--- src/rtl/multiplicador_seq_pkg.sv ---
// Shared arithmetic-unit definitions: FSM state encoding and the default
// operand width, common to the sequential multiplier and divider control.
package multiplicador_seq_pkg;

   localparam int DEFAULT_WIDTH = 8;

   typedef enum logic [1:0] {
      S_IDLE = 2'd0,
      S_RUN  = 2'd1,
      S_DONE = 2'd2
   } state_t;

   // Iteration counter width: enough to hold WIDTH-1 plus one spare bit.
   function automatic int count_width(input int w);
      return $clog2(w) + 1;
   endfunction

endpackage

--- src/rtl/multiplicador_seq_if.sv ---
// Start/busy/done handshake bundle between the requester and the multiplier.
interface multiplicador_seq_if #(
   parameter int WIDTH = multiplicador_seq_pkg::DEFAULT_WIDTH
);
   logic                 start;
   logic [WIDTH-1:0]     a;
   logic [WIDTH-1:0]     b;
   logic [2*WIDTH-1:0]   p;
   logic                 busy;
   logic                 done;

   modport master (output start, output a, output b,
                   input  p, input busy, input done);

   modport slave  (input  start, input a, input b,
                   output p, output busy, output done);
endinterface

--- src/rtl/multiplicador_seq_somador_nbits.sv ---
// WIDTH-bit ripple-carry adder made of full-adder cells; structural twin of
// the divider's subtractor chain.
module somador_nbits #(
   parameter int WIDTH = 8
) (
   input  logic [WIDTH-1:0] x,
   input  logic [WIDTH-1:0] y,
   input  logic             cin,
   output logic [WIDTH-1:0] s,
   output logic             cout
);

   logic [WIDTH:0] c;

   assign c[0] = cin;

   // One full-adder cell per bit, carry rippling upward.
   for (genvar i = 0; i < WIDTH; i++) begin : g_fa
      assign s[i]   = x[i] ^ y[i] ^ c[i];
      assign c[i+1] = (x[i] & y[i]) | (x[i] & c[i]) | (y[i] & c[i]);
   end

   assign cout = c[WIDTH];

endmodule

--- src/rtl/multiplicador_seq.sv ---
// Sequential shift-and-add unsigned multiplier: one multiplier bit per clock,
// fixed WIDTH-cycle latency, start/busy/done handshake.
module multiplicador_seq
   import multiplicador_seq_pkg::*;
#(
   parameter int WIDTH = DEFAULT_WIDTH
) (
   input  logic                 clk,
   input  logic                 rst_n,
   multiplicador_seq_if.slave   bus
);

   localparam int CW = count_width(WIDTH);
   localparam logic [CW-1:0] LAST = CW'(WIDTH - 1);

   state_t               state;
   logic [WIDTH-1:0]     acc;
   logic [WIDTH-1:0]     q;
   logic [WIDTH-1:0]     m;
   logic [CW-1:0]        count;
   logic [2*WIDTH-1:0]   p_r;
   logic                 busy_r;
   logic                 done_r;

   logic [WIDTH-1:0]     addend;
   logic [WIDTH-1:0]     sum;
   logic                 carry;
   logic [WIDTH-1:0]     acc_nxt;
   logic [WIDTH-1:0]     q_nxt;

   // Add the multiplicand only when the current multiplier LSB is set.
   assign addend = q[0] ? m : '0;

   somador_nbits #(.WIDTH(WIDTH)) u_somador (
      .x    (acc),
      .y    (addend),
      .cin  (1'b0),
      .s    (sum),
      .cout (carry)
   );

   // Shift {carry, sum, q} right by one: the carry is never lost, so the
   // full 2*WIDTH-bit product always fits.
   assign acc_nxt = {carry, sum[WIDTH-1:1]};
   assign q_nxt   = {sum[0], q[WIDTH-1:1]};

   assign bus.p    = p_r;
   assign bus.busy = busy_r;
   assign bus.done = done_r;

   // Control FSM plus shift registers, counter and registered outputs.
   always_ff @(posedge clk or negedge rst_n) begin
      if (!rst_n) begin
         state  <= S_IDLE;
         acc    <= '0;
         q      <= '0;
         m      <= '0;
         count  <= '0;
         p_r    <= '0;
         busy_r <= 1'b0;
         done_r <= 1'b0;
      end else begin
         case (state)
            S_IDLE: begin
               if (bus.start) begin
                  m      <= bus.a;
                  q      <= bus.b;
                  acc    <= '0;
                  count  <= '0;
                  busy_r <= 1'b1;
                  state  <= S_RUN;
               end
            end
            S_RUN: begin
               acc   <= acc_nxt;
               q     <= q_nxt;
               count <= count + 1'b1;
               if (count == LAST) begin
                  p_r    <= {acc_nxt, q_nxt};
                  busy_r <= 1'b0;
                  done_r <= 1'b1;
                  state  <= S_DONE;
               end
            end
            S_DONE: begin
               done_r <= 1'b0;
               if (bus.start) begin
                  // Back-to-back request loads exactly as from idle.
                  m      <= bus.a;
                  q      <= bus.b;
                  acc    <= '0;
                  count  <= '0;
                  busy_r <= 1'b1;
                  state  <= S_RUN;
               end else begin
                  state  <= S_IDLE;
               end
            end
            default: begin
               state  <= S_IDLE;
               busy_r <= 1'b0;
               done_r <= 1'b0;
            end
         endcase
      end
   end

endmodule

--- src/flat_wrapper.sv ---
// flat-port wrapper written by rule: the top's interface ports become plain ports
module multiplicador_seq_flat import multiplicador_seq_pkg::*;
#(
   parameter int WIDTH = DEFAULT_WIDTH
)
  (clk, rst_n, bus_start, bus_a, bus_b, bus_p, bus_busy, bus_done);
  multiplicador_seq_if #(.WIDTH(WIDTH)) bus_i ();
  input  logic clk;
  input  logic rst_n;
  input wire logic [$bits(bus_i.start)-1:0] bus_start;
  input wire logic [$bits(bus_i.a)-1:0] bus_a;
  input wire logic [$bits(bus_i.b)-1:0] bus_b;
  output wire logic [$bits(bus_i.p)-1:0] bus_p;
  output wire logic [$bits(bus_i.busy)-1:0] bus_busy;
  output wire logic [$bits(bus_i.done)-1:0] bus_done;
  assign bus_i.start = bus_start;
  assign bus_i.a = bus_a;
  assign bus_i.b = bus_b;
  assign bus_p = bus_i.p;
  assign bus_busy = bus_i.busy;
  assign bus_done = bus_i.done;
  multiplicador_seq #(.WIDTH(WIDTH)) u_core (.clk(clk), .rst_n(rst_n), .bus(bus_i));
endmodule
--- config.mk ---
export PLATFORM = sky130hd
export DESIGN_NAME = multiplicador_seq_flat
export DESIGN_NICKNAME = d
export VERILOG_FILES = /design/src/rtl/multiplicador_seq_pkg.sv /design/src/rtl/multiplicador_seq_if.sv /design/src/rtl/multiplicador_seq_somador_nbits.sv /design/src/rtl/multiplicador_seq.sv /design/src/flat_wrapper.sv
export SDC_FILE = /design/constraint.sdc
export NUM_CORES = 1
export LEC_CHECK = 0
export CORE_MARGIN = 3
export CORE_UTILIZATION = 47
export DETAILED_ROUTE_END_ITERATION = 7
export PLACE_DENSITY = 0.79
export SLEW_MARGIN = 30
export SYNTH_ARGS = -nofsm -noshare
export SYNTH_HDL_FRONTEND = slang
export SYNTH_SLANG_ARGS = --single-unit
export TNS_END_PERCENT = 50
--- constraint.sdc ---
create_clock -name clk -period 4 [get_ports clk]
set_clock_uncertainty 0.1 [all_clocks]
set_input_delay 0.8 -clock clk [delete_from_list [all_inputs] [get_ports clk]]
set_output_delay 0.8 -clock clk [all_outputs]
set_load 0.03 [all_outputs]
; ---- Yosys cells after proc, flatten, opt, wreduce, memory -nomap -nowiden
; Index checks and enable logic that the tools add are counted.
[word_totals]
reg_bits = 48
in_bits = 19
[op_classes]
addsub = 1
n_eq_ne = 6
muxes = 16
n_bitwise = 52
n_reduce_logical = 9
[op_table]
columns = op, n
row1 = 8-bit one-hot mux with 2 select lines, 2
row2 = 8-bit 2-to-1 mux, 3
row3 = 1-bit AND, 22
row4 = 1-bit XOR, 15
row5 = 1-bit OR, 14
row6 = 2-bit AND reduction, 6
row7 = 4-bit one-hot mux with 2 select lines, 1
row8 = 2-bit one-hot mux with 3 select lines, 1
row9 = 4-bit by 1-bit adder with 4-bit output (second input constant), 1
row10 = 4-bit by 3-bit equality test with 1-bit output (second input constant), 1
row11 = 1-bit 2-to-1 mux, 4
row12 = 2-bit 2-to-1 mux, 2
row13 = 4-bit 2-to-1 mux, 1
row14 = 2-bit by 1-bit inequality test with 1-bit output (second input constant), 2
row15 = 1-bit one-hot mux with 2 select lines, 2
row16 = 2-bit by 1-bit equality test with 1-bit output (second input constant), 1
row17 = 2-bit equality test (second input constant), 1
row18 = 2-bit zero test, 1
row19 = 2-bit inequality test (second input constant), 1
row20 = 2-bit nonzero test, 1
row21 = 2-bit OR reduction, 1
row22 = 1-bit inverter, 1

; ---- Longest topological paths before layout
[logic_depth]
ltp_word = 24
ltp_mapped = 14

; ---- Cells and area by module
; A second synthesis with hierarchy kept.
[unflattened]
cells_unflattened = 179
hier_area_um2 = 2213.4
[modules_own_cells]
columns = mod, n_inst, cells_per_inst, area_per_inst_um2
row1 = multiplicador_seq, 1, 161, 2015.7
row2 = somador_nbits, 1, 18, 197.7

; ---- Worst setup path before layout
; OpenSTA, ideal clock, no wires.
[synth_timing]
path_kind = register -> register
startpoint = reg u_core.q[0]
endpoint = reg u_core.p_r[14], in the netlist u_core.bus.p[14]
t_arrival_ps = 3544
t_required_ps = 3776
slack_ps = 232
path_stages_with_launch = 15
synth_period_minus_slack_ps = 3768
path_cell_list = dfrtp_1 clkbuf_1 and2_1 ha_1 inv_1 fa_1 inv_1 fa_1 inv_1 fa_1 fa_1 fa_1 fa_1 fa_1 mux2i_1
[synth_via]
elab_chain_len = 21
elab_cells_between_ends = 34
cone_classes = mux: 1 / bitwise: 33
[synth_rtl]
columns = element, line
row1 = start: declaration, multiplicador_seq.sv:18  ; logic [WIDTH-1:0] q;
row2 = start signal: assignment, multiplicador_seq.sv:67  ; q <= bus.b;
row3 = start signal: assignment, multiplicador_seq.sv:76  ; q <= q_nxt;
row4 = start signal: assignment, multiplicador_seq.sv:90  ; q <= bus.b;
row5 = 8-bit 2-to-1 mux (*), multiplicador_seq.sv:32  ; assign addend = q[0] ? m : '0;
row6 = 1-bit AND (2 in series), multiplicador_seq_somador_nbits.sv:20  ; assign c[i+1] = (x[i] & y[i]) | (x[i] & c[i]) | (y[i] & c[i]);
row7 = 1-bit OR (2 in series), multiplicador_seq_somador_nbits.sv:20
row8 = 1-bit AND, multiplicador_seq_somador_nbits.sv:20
row9 = 1-bit OR (2 in series), multiplicador_seq_somador_nbits.sv:20
row10 = 1-bit AND, multiplicador_seq_somador_nbits.sv:20
row11 = 1-bit OR (2 in series), multiplicador_seq_somador_nbits.sv:20
row12 = 1-bit AND, multiplicador_seq_somador_nbits.sv:20
row13 = 1-bit OR (2 in series), multiplicador_seq_somador_nbits.sv:20
row14 = 1-bit AND, multiplicador_seq_somador_nbits.sv:20
row15 = 1-bit OR (2 in series), multiplicador_seq_somador_nbits.sv:20
row16 = 1-bit AND, multiplicador_seq_somador_nbits.sv:20
row17 = 1-bit OR (2 in series), multiplicador_seq_somador_nbits.sv:20
row18 = 1-bit XOR (*), multiplicador_seq_somador_nbits.sv:19  ; assign s[i] = x[i] ^ y[i] ^ c[i];
row19 = end signal: assignment, multiplicador_seq.sv:79  ; p_r <= {acc_nxt, q_nxt};
row20 = end: declaration, multiplicador_seq.sv:21  ; logic [2*WIDTH-1:0] p_r;
; Every way passes the cells marked *; elsewhere a longest branch is shown, timed or not.
; A chain may end at the register's enable or synchronous reset.

; ---- Worst setup path in the final report
[layout_timing]
startpoint = reg u_core.q[0]
endpoint = reg u_core.acc[6]
[layout_via]
elab_chain_len = 22
elab_cells_between_ends = 35
cone_classes = mux: 2 / bitwise: 33
[layout_rtl]
columns = element, line
row1 = 8-bit 2-to-1 mux (*), multiplicador_seq.sv:32
row2 = 1-bit AND (2 in series), multiplicador_seq_somador_nbits.sv:20
row3 = 1-bit OR (2 in series), multiplicador_seq_somador_nbits.sv:20
row4 = 1-bit AND, multiplicador_seq_somador_nbits.sv:20
row5 = 1-bit OR (2 in series), multiplicador_seq_somador_nbits.sv:20
row6 = 1-bit AND, multiplicador_seq_somador_nbits.sv:20
row7 = 1-bit OR (2 in series), multiplicador_seq_somador_nbits.sv:20
row8 = 1-bit AND, multiplicador_seq_somador_nbits.sv:20
row9 = 1-bit OR (2 in series), multiplicador_seq_somador_nbits.sv:20
row10 = 1-bit AND, multiplicador_seq_somador_nbits.sv:20
row11 = 1-bit OR (2 in series), multiplicador_seq_somador_nbits.sv:20
row12 = 1-bit AND, multiplicador_seq_somador_nbits.sv:20
row13 = 1-bit OR (2 in series), multiplicador_seq_somador_nbits.sv:20
row14 = 1-bit XOR (*), multiplicador_seq_somador_nbits.sv:19
row15 = 8-bit one-hot mux with 2 select lines (*), multiplicador_seq.sv:63  ; case (state)
row16 = end signal: assignment, multiplicador_seq.sv:75  ; acc <= acc_nxt;
row17 = end: declaration, multiplicador_seq.sv:17  ; logic [WIDTH-1:0] acc;
; Marked as above.

==> results_dict.tcl <==
set metrics [dict create \
    status "completed" \
    synthTopCellsByArea "dfrtp_1 55%, mux2i_1 7.8%, fa_1 6.5%" \
    synth.avg_cell_area_sq_um 11.7 \
    fin_tns_setup_ns 0 \
    cts_hold_buffers 0 \
    grt_pass1_vias 1382 \
    timing.rr.end "u_core.acc[6]$_DFFE_PN0P_" \
    remaining_drc_errors 0 \
    grt_usage_pct 15.9 \
    r2r_start "u_core.q[0]$_DFFE_PN0P_" \
    critical_path_class "reg2reg" \
    synth_edf_count 0 \
    synth_top_area_share_pct 55.4 \
    cp.required_ns 4.05 \
    p_leak_uw 0.00119 \
    startpoint_type "flop" \
    synth_nets 213 \
    gp_congestion 0.766 \
    layout-drive-gt1-share_pct 5.91 \
    seq_area_frac_synth_pct 55.4 \
    grt_pass1_wl_mm 6.55 \
    synth_area_sq_um 2170 \
    synth-seq-cells 48 \
    cts_max_path_buffers 2 \
    peakVddDrop_v 0.000352 \
    die_w_um 73.9 \
    relSlewSlack_pct 44.8 \
    rrSetupSlack_ns 0.30 \
    yosysWarnings 0 \
    hpwl_mm 2.68 \
    numCtsBuffers 5 \
    antenna_found_initial 0 \
    max_cap_viol_count 0 \
    hold_path_class "reg2reg" \
    cts_root_buf "clkbuf_8" \
    max_freq_mhz 270 \
    power-per-cell-area_nw_per_um2 798 \
    cts_resized 0 \
    area_growth_pct 21.0 \
    clkLatencyLatePin_ns 0.29 \
    antenna_left 0 \
    diodes 0 \
    synth_flop_cell "dfrtp_1" \
    core-area_sq_um 4410 \
    drv_slew 0 \
    initial_core_util_pct 49.1 \
    startpoint "u_core.q[0]$_DFFE_PN0P_" \
    worst_pin_slew_ns 0.828 \
    rsz0062_at_grt "false" \
    cpMaxStageDelayCell "fa_1" \
    cp-end-kind "flop" \
    critPathMaxStageDelay_ns 0.52 \
    wire_per_inst_um 14.3 \
    ios 37 \
    drt_wl_total_mm 3.89 \
    fin_nets 248 \
    num_rows 24 \
    cp_max_fo 2 \
    first_pass_iters 4 \
    clk_transition_reported_paths_ns 0.08 \
    drt_iter0_markers 82 \
    crit_chain "and2_1 > ha_1 > inv_1 > fa_1 > inv_1 > fa_1 > inv_1 > fa_1 > fa_1 > fa_1 > fa_1 > fa_1 > o2bb2ai_1" \
    finalHoldViolations 0 \
    cts.sinks 48 \
    grt_max_degree 49 \
    fin_crit_sh_pct 92.6 \
    ys_types 29 \
    yosys.area.top_type "dfrtp_1" \
    die_h_um 73.9 \
    critical_path.endpoint "u_core.acc[6]$_DFFE_PN0P_" \
    finalSetupViolations 0 \
    portBuffers 36 \
    post-place-cells 265 \
    dieArea_sq_um 5460 \
    layout_min_cycle_time_ns 3.70 \
    avgViaCountPerCell 5.16 \
    h-tree-depth 2 \
    postCtsSetupBuffers 0 \
    vias 1403 \
    cts_tree "yes" \
    overflow 0 \
    fin_cells 272 \
    worstRegToRegCells 13 \
    crit_arrival_ns 3.75 \
    async_flop_share_pct 100 \
    syn_inst 185 \
    cp_common_cell "fa_1" \
]
==> metal layers <==
layer / global-route usage (%) / wire [um] / vias up
met1: 21.9 / 1800 / 679
met5: 0 / 0 / -
met3: 3.56 / 152 / 7
met4: 5.63 / 58 / 0
li1: - / - / 689
met2: 24.7 / 1880 / 28
==> metrics by stage <==
| step | hold WS, ns | util, % | cell area (sq um) | worst slack, ns | total power [uW] |
|---|---|---|---|---|---|
| 5_1_grt | 0.410 | 59.4 | 2620 | 0.181 | 2260 |
| 3_3_place_gp | 0.353 | 57.6 | 2540 | 0.372 | 1820 |
| 6_report | 0.379 | 59.4 | 2620 | 0.297 | 2090 |
| 2_1_floorplan | 0.338 | - | 2170 | 0.232 | 1510 |
| 4_1_cts | 0.385 | 59.4 | 2620 | 0.286 | 2120 |
| 3_5_place_dp | 0.365 | 57.7 | 2550 | 0.314 | 1850 |
==> worst min path at each step <==
stage                                        to  slack [ns]  cells after the start                   startpoint
floorplan               u_core.m[0]$_DFFE_PN0P_        0.34                      2      u_core.m[0]$_DFFE_PN0P_
global placement        u_core.m[0]$_DFFE_PN0P_        0.35                      2      u_core.m[0]$_DFFE_PN0P_
detailed placement      u_core.m[1]$_DFFE_PN0P_        0.36                      2      u_core.m[1]$_DFFE_PN0P_
CTS                     u_core.m[1]$_DFFE_PN0P_        0.38                      2      u_core.m[1]$_DFFE_PN0P_
global route        u_core.bus.p[2]$_DFFE_PN0P_        0.41                      1  u_core.bus.p[2]$_DFFE_PN0P_
finish                  u_core.m[1]$_DFFE_PN0P_        0.38                      2      u_core.m[1]$_DFFE_PN0P_
==> kinds of logic (layout without fill, tap and decap cells) <==
| family | Yosys count | after routing | share of synthesized area [%] |
|---|---|---|---|
| mux | 26 | 26 | 12.7 |
| compound gates | 22 | 22 | 7.04 |
| simple gates | 52 | 52 | 11.3 |
| fa+ha+maj | 9 | 9 | 7.62 |
| flops | 48 | 48 | 55.4 |
| buf+inv | 28 | 63 | 5.94 |
==> critical path: cells and delay by family (launching register included) <==
family,cells,cell delay (ns)
buffers and inverters,3,0.18
and+or+nand+nor,1,0.13
adders and majority gates,8,2.76
AOI/OAI and AO/OA,1,0.07
DFF,1,0.35
==> flip-flops by register name, summed over array words and instances (netlist names) <==
name,flops
u_core.bus.p,16
u_core.acc,8
u_core.m,8
u_core.q,8
u_core.count,4
u_core.state,2
u_core.bus.busy,1
u_core.bus.done,1
==> power by group <==
group | internal, uW | total [uW] | switching, uW
Clock | 119 | 268 | 149
Sequential | 710 | 855 | 145
Combinational | 436 | 971 | 535
==> synthesized netlist by cell type, drive strengths merged (2+ instances only) <==
library cell	number
inv	18
mux2	9
buf	7
nor2	2
a22o	2
nand2b	2
o2bb2ai	7
o21ai	10
dfrtp	48
clkbuf	3
nand3	9
nand2	31
fa	7
a21o	2
mux2i	17
ha	2
and2	2
==> layout make-up <==
cell class	instances	area [sq um]
Fill cell	367	1790
Sequential cell	48	1200
Multi-Input combinational cell	109	840
Timing Repair Buffer	38	373
Clock buffer	6	72.6
Inverter	18	67.6
Tap cell	52	65.1
Clock inverter	1	5.00
==> layout by cell type, fill, tap and decap left out, types with 3 or more instances in the layout <==
cell type / count
dfrtp_1: 48
clkdlybuf4s50_1: 35
nand2_1: 31
inv_1: 18
mux2i_1: 17
nand3_1: 9
mux2_1: 8
o2bb2ai_1: 7
fa_1: 7
o21ai_0: 6
clkbuf_8: 5
o21ai_1: 4
buf_4: 3
(Power assumes the default switching activity.)
